[config.mk]
export PLATFORM = sky130hd
export DESIGN_NAME = fetch_unit_flat
export DESIGN_NICKNAME = d
export VERILOG_FILES = /design/src/rtl/fetch_unit_if.sv /design/src/rtl/fetch_unit.sv /design/src/flat_wrapper.sv
export SDC_FILE = /design/constraint.sdc
export NUM_CORES = 1
export LEC_CHECK = 0
export CELL_PAD_IN_SITES_DETAIL_PLACEMENT = 2
export CELL_PAD_IN_SITES_GLOBAL_PLACEMENT = 2
export CORE_AREA = 2 2 117 205
export DETAILED_ROUTE_END_ITERATION = 10
export DIE_AREA = 0 0 119 207
export HOLD_SLACK_MARGIN = 0.15
export PLACE_DENSITY = 0.83
export SYNTH_ARGS = -nofsm -noshare
export SYNTH_HDL_FRONTEND = slang
export SYNTH_SLANG_ARGS = --single-unit
[constraint.sdc]
create_clock -name clk -period 5 [get_ports clk]
set_clock_uncertainty 0.05 [all_clocks]
set_input_delay 0.75 -clock clk [delete_from_list [all_inputs] [get_ports clk]]
set_output_delay 0.75 -clock clk [all_outputs]
set_load 0.02 [all_outputs]
[src/rtl/fetch_unit_if.sv]
// rtl/fetch_unit_if.sv - Fetch-stage bus: instruction memory port, redirect input and IF/ID handshake
// master = fetch_unit side, slave = memory/execute/decode side.
interface fetch_unit_if;
  logic [31:0] imem_addr;
  logic [31:0] imem_data;
  logic        redirect_valid;
  logic [31:0] redirect_target;
  logic        id_ready;
  logic        id_valid;
  logic [31:0] id_instr;
  logic [31:0] id_pc;
  logic [31:0] id_pc_plus4;
  logic        fetch_done;
  logic        fetch_fault;

  modport master (
    output imem_addr,
    input  imem_data,
    input  redirect_valid,
    input  redirect_target,
    input  id_ready,
    output id_valid,
    output id_instr,
    output id_pc,
    output id_pc_plus4,
    output fetch_done,
    output fetch_fault
  );

  modport slave (
    input  imem_addr,
    output imem_data,
    output redirect_valid,
    output redirect_target,
    output id_ready,
    input  id_valid,
    input  id_instr,
    input  id_pc,
    input  id_pc_plus4,
    input  fetch_done,
    input  fetch_fault
  );
endinterface

[src/rtl/fetch_unit.sv]
// rtl/fetch_unit.sv - RV32 instruction-fetch stage: PC, imem address and IF/ID register
// Optional macro FETCH_ALIGN_CHECK_EN: misaligned redirects trap into a sticky FAULT state.
module fetch_unit #(
  parameter logic [31:0] RESET_PC   = 32'd0,
  parameter logic [31:0] ADDR_LIMIT = 32'd128
) (
  input  logic         clk,
  input  logic         reset,
  fetch_unit_if.master bus
);

`ifdef FETCH_ALIGN_CHECK_EN
  typedef enum logic [1:0] {S_RUN, S_DONE, S_FAULT} state_e;
`else
  typedef enum logic [0:0] {S_RUN, S_DONE} state_e;
`endif

  state_e      state_q, state_d;
  logic [31:0] pc_q, pc_d;
  logic        valid_q, valid_d;
  logic [31:0] instr_q, instr_d;
  logic [31:0] id_pc_q, id_pc_d;
  logic [31:0] plus4_q, plus4_d;

  logic        load;
  logic        in_fault;
  logic [31:0] pc_next;
  logic [31:0] tgt_aligned;

  assign load        = !valid_q || bus.id_ready;
  assign pc_next     = pc_q + 32'd4;
  assign tgt_aligned = bus.redirect_target & 32'hFFFF_FFFC;

`ifdef FETCH_ALIGN_CHECK_EN
  assign in_fault = (state_q == S_FAULT);
`else
  assign in_fault = 1'b0;
`endif

  always_comb begin
    state_d = state_q;
    pc_d    = pc_q;
    valid_d = valid_q;
    instr_d = instr_q;
    id_pc_d = id_pc_q;
    plus4_d = plus4_q;
    // Redirect flushes IF/ID and discards any capture of this cycle.
    if (bus.redirect_valid && !in_fault) begin
      valid_d = 1'b0;
`ifdef FETCH_ALIGN_CHECK_EN
      if (bus.redirect_target[1:0] != 2'b00) begin
        state_d = S_FAULT;
      end else begin
`endif
        pc_d    = tgt_aligned;
        state_d = (tgt_aligned < ADDR_LIMIT) ? S_RUN : S_DONE;
`ifdef FETCH_ALIGN_CHECK_EN
      end
`endif
    end else begin
      case (state_q)
        S_RUN: begin
          if (load) begin
            instr_d = bus.imem_data;
            id_pc_d = pc_q;
            plus4_d = pc_next;
            valid_d = 1'b1;
            pc_d    = pc_next;
            if (pc_next >= ADDR_LIMIT) state_d = S_DONE;
          end
        end
        S_DONE: begin
          if (bus.id_ready) valid_d = 1'b0;
        end
        default: ;
      endcase
    end
  end

  always_ff @(posedge clk or posedge reset) begin
    if (reset) begin
      state_q <= S_RUN;
      pc_q    <= RESET_PC;
      valid_q <= 1'b0;
      instr_q <= 32'd0;
      id_pc_q <= 32'd0;
      plus4_q <= 32'd4;
    end else begin
      state_q <= state_d;
      pc_q    <= pc_d;
      valid_q <= valid_d;
      instr_q <= instr_d;
      id_pc_q <= id_pc_d;
      plus4_q <= plus4_d;
    end
  end

  assign bus.imem_addr   = pc_q;
  assign bus.id_valid    = valid_q;
  assign bus.id_instr    = instr_q;
  assign bus.id_pc       = id_pc_q;
  assign bus.id_pc_plus4 = plus4_q;
  assign bus.fetch_done  = (state_q == S_DONE);
  assign bus.fetch_fault = in_fault;

endmodule

[src/flat_wrapper.sv]
// flat-port wrapper written by rule: the top's interface ports become plain ports
module fetch_unit_flat 
#(
  parameter logic [31:0] RESET_PC   = 32'd0,
  parameter logic [31:0] ADDR_LIMIT = 32'd128
)
  (clk, reset, bus_imem_addr, bus_imem_data, bus_redirect_valid, bus_redirect_target, bus_id_ready, bus_id_valid, bus_id_instr, bus_id_pc, bus_id_pc_plus4, bus_fetch_done, bus_fetch_fault);
  fetch_unit_if bus_i ();
  input  logic clk;
  input  logic reset;
  output wire logic [$bits(bus_i.imem_addr)-1:0] bus_imem_addr;
  input wire logic [$bits(bus_i.imem_data)-1:0] bus_imem_data;
  input wire logic [$bits(bus_i.redirect_valid)-1:0] bus_redirect_valid;
  input wire logic [$bits(bus_i.redirect_target)-1:0] bus_redirect_target;
  input wire logic [$bits(bus_i.id_ready)-1:0] bus_id_ready;
  output wire logic [$bits(bus_i.id_valid)-1:0] bus_id_valid;
  output wire logic [$bits(bus_i.id_instr)-1:0] bus_id_instr;
  output wire logic [$bits(bus_i.id_pc)-1:0] bus_id_pc;
  output wire logic [$bits(bus_i.id_pc_plus4)-1:0] bus_id_pc_plus4;
  output wire logic [$bits(bus_i.fetch_done)-1:0] bus_fetch_done;
  output wire logic [$bits(bus_i.fetch_fault)-1:0] bus_fetch_fault;
  assign bus_imem_addr = bus_i.imem_addr;
  assign bus_i.imem_data = bus_imem_data;
  assign bus_i.redirect_valid = bus_redirect_valid;
  assign bus_i.redirect_target = bus_redirect_target;
  assign bus_i.id_ready = bus_id_ready;
  assign bus_id_valid = bus_i.id_valid;
  assign bus_id_instr = bus_i.id_instr;
  assign bus_id_pc = bus_i.id_pc;
  assign bus_id_pc_plus4 = bus_i.id_pc_plus4;
  assign bus_fetch_done = bus_i.fetch_done;
  assign bus_fetch_fault = bus_i.fetch_fault;
  fetch_unit #(.RESET_PC(RESET_PC), .ADDR_LIMIT(ADDR_LIMIT)) u_core (.clk(clk), .reset(reset), .bus(bus_i));
endmodule
==> flow_metrics.env, run 1 <==
export IMPL_clock_power_share_pct=45.6
export IMPL_die_width_um=119
export IMPL_finalHoldViolCount=0
export IMPL_worstHoldStart="u_core.bus.id_pc[16]"
export IMPL_overflow=0
export IMPL_dieArea_um2=24600
export IMPL_ant_nets=0
export IMPL_core_area_um2=23100
export IMPL_critPathArrivalTime_ns=3.01
export IMPL_max_stage_delay_ns=0.58
export IMPL_grt_antenna_before_repair=0
export IMPL_critPathRequiredTime_ns=5.27
export IMPL_synthDistinctLibCells=49
export IMPL_cts_buffer_depth=2
export IMPL_grt_pass1_wl_mm=35.8
export IMPL_synth_main_ff_cell="dfrtp_1"
export IMPL_rrSetupSlack_ns=2.26
export IMPL_async_flop_share_pct=100
export IMPL_setup_tns_ns=0
export IMPL_dr_pass1_iters=5
export IMPL_crit_start="u_core.bus.imem_addr[2]"
export IMPL_fillers=2506
export IMPL_nets=928
export IMPL_cp_max_fo=9
export IMPL_synth_avg_cell_area_um2=8.77
export IMPL_cts_buffers_inserted=17
export IMPL_syn_cell_area_um2=6130
export IMPL_r2r_start="u_core.bus.imem_addr[2]"
export IMPL_grtUsageTotal_pct=19.0
export IMPL_syn_inst=699
export IMPL_worstSetupStartpointType="register"
export IMPL_hp_class="register to register"
export IMPL_cts_root_buf="clkbuf_16"
export IMPL_worstPathCellList="ha_1 -> nand3_1 -> nor4_4 -> nand4_1 -> a222oi_1 -> and4bb_1 -> a31oi_1"
export IMPL_cts_tree="done"
export IMPL_period_needed_ns=2.74
export IMPL_leakage_nw=3.81
export IMPL_num_vias=5559
export IMPL_synth_edf_count=0
export IMPL_synth_top_area_share_pct=50.2
export IMPL_syn_to_final_growth_pct=43.1
export IMPL_slowest_stage="dfrtp_1"
export IMPL_internal_power_w=0.00202
export IMPL_first_iter_violations=191
export IMPL_first_global_vias=6181
export IMPL_ctsResizeCount=0
export IMPL_slew_headroom_pct=36.0
export IMPL_power_switching_w=0.000739
export IMPL_io_buffers=189
export IMPL_fmax_mhz=365
export IMPL_synth_warnings=0
export IMPL_layout_drive_gt1_share_pct=6.20
export IMPL_fin_total_pwr_w=0.00276
export IMPL_multiInputGateArea_um2=2720
export IMPL_routed_wl_mm=22.4
export IMPL_power_density_nw_per_um2=314
export IMPL_rows=74
export IMPL_yosys_top_cells_area="dfrtp_1 50%, nand2_1 16%, o21ai_0 4.8%"
export IMPL_start_util_pct=26.6
export IMPL_antenna_cells=0
export IMPL_pwr_share_seq_pct=41.3
export IMPL_tightestPinTransition_ns=0.957
export IMPL_ys_ff_latch=124
export IMPL_drv_slew=0
export IMPL_power_frac_comb_pct=13.1
export IMPL_post_route_drc_count=0
export IMPL_grt_max_degree=69
export IMPL_clock_sinks=124
export IMPL_path_clk_slew_ns=0.06
export IMPL_hpwlAfterDp_mm=16.0
export IMPL_max_cap_violations=0
export IMPL_pin_count=199
export IMPL_switching_share_pct=26.8
export IMPL_status="finished, final reports clean"
export IMPL_period_share_pct=54.9
export IMPL_regArea_um2=3100
export IMPL_wire_per_inst_um=19.1
export IMPL_yosysTopAreaCell="dfrtp_1"
export IMPL_rsz0062_at_grt="no"
export IMPL_setup_viol=0
export IMPL_cts_setup_buffers=0
export IMPL_critPathCaptureType="register"
export IMPL_cts_hold_buf=0
export IMPL_htreeDepth=4
export IMPL_yosysSeqAreaShare_pct=50.6
export IMPL_viasPerCell=4.73
export IMPL_fp_dieH_um=207
export IMPL_clock_latency_ns=0.44
export IMPL_critical_path_class="register to register"
export IMPL_routabilityCongestion=0.767
export IMPL_ir_drop_mv=0.211
## stage by stage
step	std cells	area, um^2	hold slack, ns	setup WS, ns	util (%)
finish	1175	8780	0.422	2.26	38.1
global route	1175	8780	0.455	1.92	38.1
CTS	1175	8780	0.427	2.21	38.1
detailed placement	1143	8180	0.412	1.76	35.5
global placement	1143	8180	0.406	1.82	35.5
floorplan	705	6150	0.463	0.902	-
## cell usage in the layout (no fill, tap or decap), types with 12 or more instances in the layout
master / netlist / routed
nand2_1: 268 / 267
nor2_1: 13 / 12
nand4_1: 12 / 12
clkbuf_16: 0 / 17
o21ai_0: 59 / 59
nand3_1: 23 / 23
dfrtp_1: 123 / 123
xor2_1: 30 / 30
clkdlybuf4s50_1: 0 / 188
xnor2_1: 33 / 33
## cells in the mapped netlist, types with 2 or more instances
| cell | instances |
|---|---|
| nand2b_1 | 2 |
| buf_6 | 3 |
| a211oi_1 | 2 |
| nor3_1 | 7 |
| and3_1 | 6 |
| clkbuf_1 | 35 |
| buf_2 | 4 |
| and4_1 | 4 |
| o21ai_0 | 59 |
| nor4_1 | 9 |
| xor2_1 | 30 |
| nand2_1 | 268 |
| inv_1 | 4 |
| a211o_1 | 3 |
| ha_1 | 2 |
| nand3_1 | 23 |
| nand4_1 | 12 |
| a21oi_1 | 4 |
| dfrtp_1 | 123 |
| nand4_4 | 2 |
| xnor2_1 | 33 |
| buf_4 | 19 |
| and3_4 | 2 |
| nor2_2 | 2 |
| nor2_1 | 13 |
| nor4_4 | 2 |
| a31oi_1 | 4 |
## worst max-delay path, delay by kind of cell (launching register included)
kind | cells | cell delay (ns)
flip-flops | 1 | 0.58
adder cells (fa/ha/maj) | 1 | 0.32
AO/OA/AOI/OAI | 2 | 0.42
AND/OR/NAND/NOR | 4 | 1.25
## power by group through the flow
stage                     Sequential (W)  Combinational (W)  Clock (W)
after global routing             0.00115           0.000393    0.00133
after global placement           0.00115           0.000356          0
after floorplan                  0.00116           0.000168          0
final                            0.00114           0.000362    0.00126
after detailed placement         0.00116           0.000365          0
after CTS                        0.00114           0.000370    0.00129
## state kept, by name, indices dropped and copies added (netlist names)
| name | cells |
|---|---|
| u_core.bus.id_valid | 1 |
| u_core.bus.id_instr | 32 |
| u_core.bus.imem_addr | 30 |
| u_core.bus.id_pc | 30 |
| u_core.bus.id_pc_plus4 | 30 |
| u_core.bus.fetch_done | 1 |
## per-layer routing
layer  up-vias  global-route usage (%)  part of all wire [%]
met5         -                       0                     0
met4         0                    7.84                   2.9
met3        33                    4.27                   3.6
met2       153                    34.8                    55
met1      2789                    20.9                    38
li1       2584                       -                     -
## final timing paths
check | depth (start not counted) | end
max in group asynchronous | 3 | u_core.bus.id_pc_plus4[4]
worst min-delay path | 2 | u_core.bus.id_pc[16]
worst min register to register | 2 | u_core.bus.id_pc[16]
min in group asynchronous | 2 | u_core.bus.id_instr[27]
worst max register to register | 7 | u_core.bus.fetch_done
worst max-delay path | 7 | u_core.bus.fetch_done
## kinds of logic (layout without fill, tap and decap cells)
family | after synthesis | count (layout) | share of synthesized area [%]
AND/OR/NAND/NOR | 360 | 360 | 26.3
flip-flops | 124 | 124 | 50.6
AO/OA/AOI/OAI | 81 | 81 | 7.59
buffers and inverters | 66 | 232 | 5.65
XOR/XNOR | 63 | 63 | 9.00
adder cells (fa/ha/maj) | 2 | 2 | 0.408
multiplexers | 2 | 2 | 0.347
other | 1 | 7 | 0.0612
## cell type report
type                       instances  share of cell area [%]
sequential                       124                    35.4
multi-input combinational        515                    31.0
timing repair buffer             196                    22.2
clock buffer                      28                    6.23
tap                              304                    4.33
clock inverter                     4                   0.599
inverter                           4                   0.228
Note: power is estimated with default switching activity, not from simulation.
==> run 2, diff against run 1 <==
Clock period 5 ns to 2.7 ns, I/O delays scaled along.
==> flow_metrics.env, run 2 (same netlist as run 1, synthesis figures left out) <==
export IMPL_status="finished, final reports clean"
export IMPL_switching_share_pct=26.6
export IMPL_period_needed_ns=2.37
export IMPL_max_cap_violations=0
export IMPL_overflow=0
export IMPL_grtUsageTotal_pct=19.2
export IMPL_slew_headroom_pct=52.9
export IMPL_power_switching_w=0.00137
export IMPL_leakage_nw=3.95
export IMPL_r2r_start="u_core.bus.imem_addr[2]"
export IMPL_first_global_vias=6407
export IMPL_die_width_um=119
export IMPL_critPathArrivalTime_ns=2.62
export IMPL_routed_wl_mm=22.7
export IMPL_layout_drive_gt1_share_pct=8.93
export IMPL_fmax_mhz=422
export IMPL_cts_setup_buffers=0
export IMPL_rr_worst_depth=7
export IMPL_dr_pass1_iters=5
export IMPL_fillers=2513
export IMPL_ir_drop_mv=0.383
export IMPL_num_vias=5705
export IMPL_finalHoldViolCount=0
export IMPL_io_buffers=189
export IMPL_final_cell_mix="267 x nand2_1, 188 x clkdlybuf4s50_1, 123 x dfrtp_1"
export IMPL_antenna_cells=0
export IMPL_clock_sinks=124
export IMPL_cts_buffer_depth=2
export IMPL_critPathCaptureType="register"
export IMPL_power_frac_comb_pct=15.2
export IMPL_wire_per_inst_um=18.9
export IMPL_cp_max_fo=8
export IMPL_core_area_um2=23100
export IMPL_clock_power_share_pct=45.0
export IMPL_pin_count=199
export IMPL_hpwlAfterDp_mm=16.7
export IMPL_drv_slew=0
export IMPL_critical_path_class="register to register"
export IMPL_clock_latency_ns=0.43
export IMPL_cts_root_buf="clkbuf_16"
export IMPL_setup_viol=0
export IMPL_grt_pass1_wl_mm=36.8
export IMPL_ant_nets=0
export IMPL_viasPerCell=4.75
export IMPL_power_density_nw_per_um2=573
export IMPL_dieArea_um2=24600
export IMPL_hold_ws_ns=0.234
export IMPL_nets=955
export IMPL_first_iter_violations=207
export IMPL_path_clk_slew_ns=0.06
export IMPL_timing_rr_end="u_core.bus.fetch_done"
export IMPL_cts_buffers_inserted=17
export IMPL_tightestPinTransition_ns=0.689
export IMPL_layout_commonest_cell="nand2_1"
export IMPL_htreeDepth=4
export IMPL_ctsResizeCount=0
export IMPL_setup_tns_ns=0
export IMPL_rrSetupSlack_ns=0.33
export IMPL_pwr_share_seq_pct=39.8
export IMPL_largest_reg_flops=32
export IMPL_critPathRequiredTime_ns=2.95
export IMPL_syn_to_final_growth_pct=46.6
export IMPL_start_util_pct=26.6
export IMPL_fin_total_pwr_w=0.00515
export IMPL_rows=74
export IMPL_hp_class="input pin to asynchronous set/reset pin"
export IMPL_cts_hold_buf=0
export IMPL_fp_dieH_um=207
export IMPL_rsz0062_at_grt="no"
export IMPL_internal_power_w=0.00378
export IMPL_period_share_pct=87.7
export IMPL_grt_max_degree=86
export IMPL_post_route_drc_count=0
export IMPL_worstSetupStartpointType="register"
export IMPL_grt_antenna_before_repair=0
export IMPL_routabilityCongestion=0.800
export IMPL_cts_tree="done"
## run 2: cell count changes in the layout (fill, tap and decap cells not counted), sizes merged
| cell | before | now |
|---|---|---|
| buf | 8 | 35 |
| clkbuf | 28 | 24 |
| clkinv | 0 | 2 |
| bufinv | 1 | 2 |
| inv | 4 | 3 |
## run 2: layout make-up
cell class,count,area [um^2],share of cell area [%]
Sequential cell,124,3100,34.5
Multi-Input combinational cell,515,2720,30.3
Timing Repair Buffer,223,2180,24.2
Clock buffer,24,502,5.58
Tap cell,304,380,4.23
Clock inverter,6,85.1,0.946
Inverter,4,18.8,0.209
## run 2: routing by layer
layer	vias up	wire length, um	GRT usage [%]
li1	2633	-	-
met1	2882	8540	20.2
met2	152	12800	36.9
met3	38	789	3.91
met4	0	573	7.06
met5	-	0	0
## run 2: stage by stage
step	utilization, %	area [um^2]	setup slack (ns)	cells
floorplan	-	6160	0.407	705
global placement	36.4	8400	0.304	1170
detailed placement	36.4	8400	0.234	1170
CTS	39.0	8990	0.333	1200
global route	39.0	8990	0.0900	1200
finish	39.0	8990	0.332	1200
## run 2: power groups by stage
stage	Clock [W]	Combinational, W	Sequential (W)
finish	0.00232	0.000782	0.00205
CTS	0.00237	0.000797	0.00205
global route	0.00245	0.000848	0.00206
detailed placement	0	0.000788	0.00208
global placement	0	0.000772	0.00207
floorplan	0	0.000312	0.00214
## run 2: worst max-delay path by stage
stage                            startpoint                    endpoint  slack [ns]  depth (start not counted)
floorplan           u_core.bus.imem_addr[2]       u_core.bus.fetch_done        0.41                          8
global placement               bus_id_ready     u_core.bus.id_instr[12]        0.30                          7
detailed placement             bus_id_ready        u_core.bus.id_pc[11]        0.23                          7
CTS                 u_core.bus.imem_addr[2]  u_core.bus.id_pc_plus4[26]        0.33                          6
global route        u_core.bus.imem_addr[2]       u_core.bus.fetch_done        0.09                          7
finish              u_core.bus.imem_addr[2]       u_core.bus.fetch_done        0.33                          7
## run 2: worst max-delay path: stages (launching register included)
cell and delay (ns):
dfrtp_1 0.35, buf_4 0.19, nand4_2 0.22, nor2_1 0.58
nand4_1 0.16, a222oi_1 0.33, and4bb_1 0.26, a31oi_1 0.10
==> run 3, diff against run 2 <==
Settings changed: ABC_AREA from default to 1, CORE_AREA 2 2 117 205 to 2 2 114 200, DIE_AREA 0 0 119 207 to 0 0 116 202, PLACE_DENSITY 0.83 to 0.87.
Clock period 2.7 ns to 2.9 ns, I/O delays scaled along.
==> flow_metrics.env, run 3 <==
export IMPL_wire_per_inst_um=18.9
export IMPL_dr_pass1_iters=4
export IMPL_critPathCaptureType="register"
export IMPL_fin_area_um2=8640
export IMPL_power_density_nw_per_um2=551
export IMPL_critPathTopFamily="simple AND/OR/NAND/NOR gates"
export IMPL_synth_main_ff_cell="dfrtp_1"
export IMPL_yosys_top_cells_area="dfrtp_1 53%, nand2_1 22%, nor2_1 3.8%"
export IMPL_tightestPinTransition_ns=0.597
export IMPL_hpwlAfterDp_mm=17.8
export IMPL_syn_cell_area_um2=5810
export IMPL_cp_max_fo=9
export IMPL_period_needed_ns=2.34
export IMPL_slowest_stage="dfrtp_1"
export IMPL_layout_drive_gt1_share_pct=6.99
export IMPL_async_flop_share_pct=100
export IMPL_io_buffers=189
export IMPL_worstSetupStartpointType="register"
export IMPL_synthDistinctLibCells=34
export IMPL_overflow=0
export IMPL_rows=72
export IMPL_r2r_start="u_core.bus.imem_addr[2]"
export IMPL_final_cell_mix="341 x nand2_1, 189 x clkdlybuf4s50_1, 123 x dfrtp_1"
export IMPL_slew_headroom_pct=60.2
export IMPL_max_stage_delay_ns=0.46
export IMPL_path_clk_slew_ns=0.06
export IMPL_hold_ws_ns=0.344
export IMPL_fmax_mhz=427
export IMPL_synth_top_area_share_pct=53.0
export IMPL_ctsResizeCount=0
export IMPL_crit_start="u_core.bus.imem_addr[2]"
export IMPL_period_share_pct=80.8
export IMPL_yosysTopAreaCell="dfrtp_1"
export IMPL_nets=1001
export IMPL_viasPerCell=4.65
export IMPL_worstPathCellList="ha_1 -> nand3_2 -> clkinv_2 -> nand2_4 -> nand2_1 -> nand2_1 -> nand3_1 -> nor2_1 -> nand3_1 -> nor2_1 -> nand3_1 -> nand2_1 -> a21oi_1"
export IMPL_start_util_pct=26.7
export IMPL_path_buf_inv=1
export IMPL_grt_antenna_before_repair=0
export IMPL_finalHoldViolCount=0
export IMPL_ir_drop_mv=0.348
export IMPL_ys_ff_latch=124
export IMPL_post_route_drc_count=0
export IMPL_place_inst=1208
export IMPL_critPathRequiredTime_ns=3.16
export IMPL_antenna_cells=0
export IMPL_placed_area_um2=8090
export IMPL_ant_nets=0
export IMPL_routed_wl_mm=23.4
export IMPL_cts_buffer_depth=2
export IMPL_rr_worst_depth=13
export IMPL_max_cap_violations=0
export IMPL_cts_setup_buffers=0
export IMPL_cts_buffers_inserted=17
export IMPL_dieArea_um2=23400
export IMPL_cp_num_cells=13
export IMPL_setup_viol=0
export IMPL_stdcell_count=1240
export IMPL_drv_slew=0
export IMPL_leakage_nw=4.07
export IMPL_grtUsageTotal_pct=21.1
export IMPL_hp_class="input pin to asynchronous set/reset pin"
export IMPL_synth_warnings=0
export IMPL_grt_max_degree=61
export IMPL_die_width_um=116
export IMPL_status="finished, final reports clean"
export IMPL_clock_latency_ns=0.43
export IMPL_synthTopCellsByCount="341 x nand2_1, 123 x dfrtp_1, 59 x nor2_1, 47 x inv_1, 34 x o21ai_0"
export IMPL_setup_tns_ns=0
export IMPL_num_vias=5765
export IMPL_yosysSeqAreaShare_pct=53.4
export IMPL_first_iter_violations=138
export IMPL_cts_root_buf="clkbuf_16"
export IMPL_fin_total_pwr_w=0.00476
export IMPL_cts_tree="done"
export IMPL_synth_most_common_cell="nand2_1"
export IMPL_fp_dieH_um=202
export IMPL_pin_count=199
export IMPL_syn_to_final_growth_pct=48.7
export IMPL_core_area_um2=21800
export IMPL_critPathArrivalTime_ns=2.60
export IMPL_routabilityCongestion=0.913
export IMPL_largest_reg_flops=32
export IMPL_critical_path_class="register to register"
export IMPL_syn_inst=737
export IMPL_synth_edf_count=0
export IMPL_layout_commonest_cell="nand2_1"
export IMPL_synth_avg_cell_area_um2=7.89
export IMPL_grt_pass1_wl_mm=37.4
export IMPL_rsz0062_at_grt="no"
export IMPL_clock_sinks=124
export IMPL_first_global_vias=6597
export IMPL_htreeDepth=4
export IMPL_cts_hold_buf=0
## run 3: cell count changes after synthesis, moves of 19 or more
cell      delta
o211ai_1    +19
nand2_1     +73
xor2_1      -28
xnor2_1     -33
clkbuf_1    -23
o21ai_0     -25
nor2_1      +46
inv_1       +43
## run 3: worst register-to-register path, stage by stage, from the launching register on
cell and delay (ns):
dfrtp_1 0.46, ha_1 0.27, nand3_2 0.13, clkinv_2 0.20
nand2_4 0.16, nand2_1 0.08, nand2_1 0.08, nand3_1 0.07
nor2_1 0.14, nand3_1 0.10, nor2_1 0.21, nand3_1 0.14
nand2_1 0.08, a21oi_1 0.06
## run 3: cells by family (layout without fill, tap and decap cells)
logic type                 Yosys count  after routing  share of synthesized area, %
other                                1              7                        0.0645
DFF                                124            124                          53.4
AOI/OAI and AO/OA                   72             72                          7.53
adders and majority gates            2              2                         0.431
and+or+nand+nor                    454            454                          32.2
xor gates and xnor gates             2              2                         0.301
buffers and inverters               82            283                          6.03
## run 3: final timing paths
kind / slack [ns] / end
max reg2reg: 0.56 / u_core.bus.fetch_done
min reg2reg: 0.42 / u_core.bus.id_instr[12]
min: 0.34 / u_core.bus.id_instr[0]
min in group clk: 0.42 / u_core.bus.id_instr[12]
max in group asynchronous: 1.78 / u_core.bus.id_pc_plus4[2]
max: 0.56 / u_core.bus.fetch_done
## run 3: final cells by class
cell class                 count  area, um^2
sequential                   124        3100
inverter                      50         195
fill                        2540       13200
tap                          296         370
clock inverter                12        97.6
multi-input combinational    537        2390
timing repair buffer         201        2030
clock buffer                  20         457
## run 3: through the flow
step,setup WS (ns),utilization [%]
global route,0.311,39.6
CTS,0.536,39.6
floorplan,0.891,-
detailed placement,0.449,37.1
global placement,0.499,37.1
finish,0.558,39.6
## run 3: routing by layer
layer / global-route usage, % / vias to the layer above / wire length (um)
li1: - / 2694 / -
met1: 21.3 / 2893 / 8260
met2: 40.9 / 144 / 13600
met3: 4.83 / 34 / 1020
met4: 7.53 / 0 / 521
met5: 0 / - / 0
## run 3: where the power goes
part / switching (W) / total [W] / internal, W
clock: 0.000820 / 0.00203 / 0.00121
combinational: 0.000442 / 0.000792 / 0.000350
sequential: 0.000107 / 0.00194 / 0.00184
total: 0.00137 / 0.00476 / 0.00339
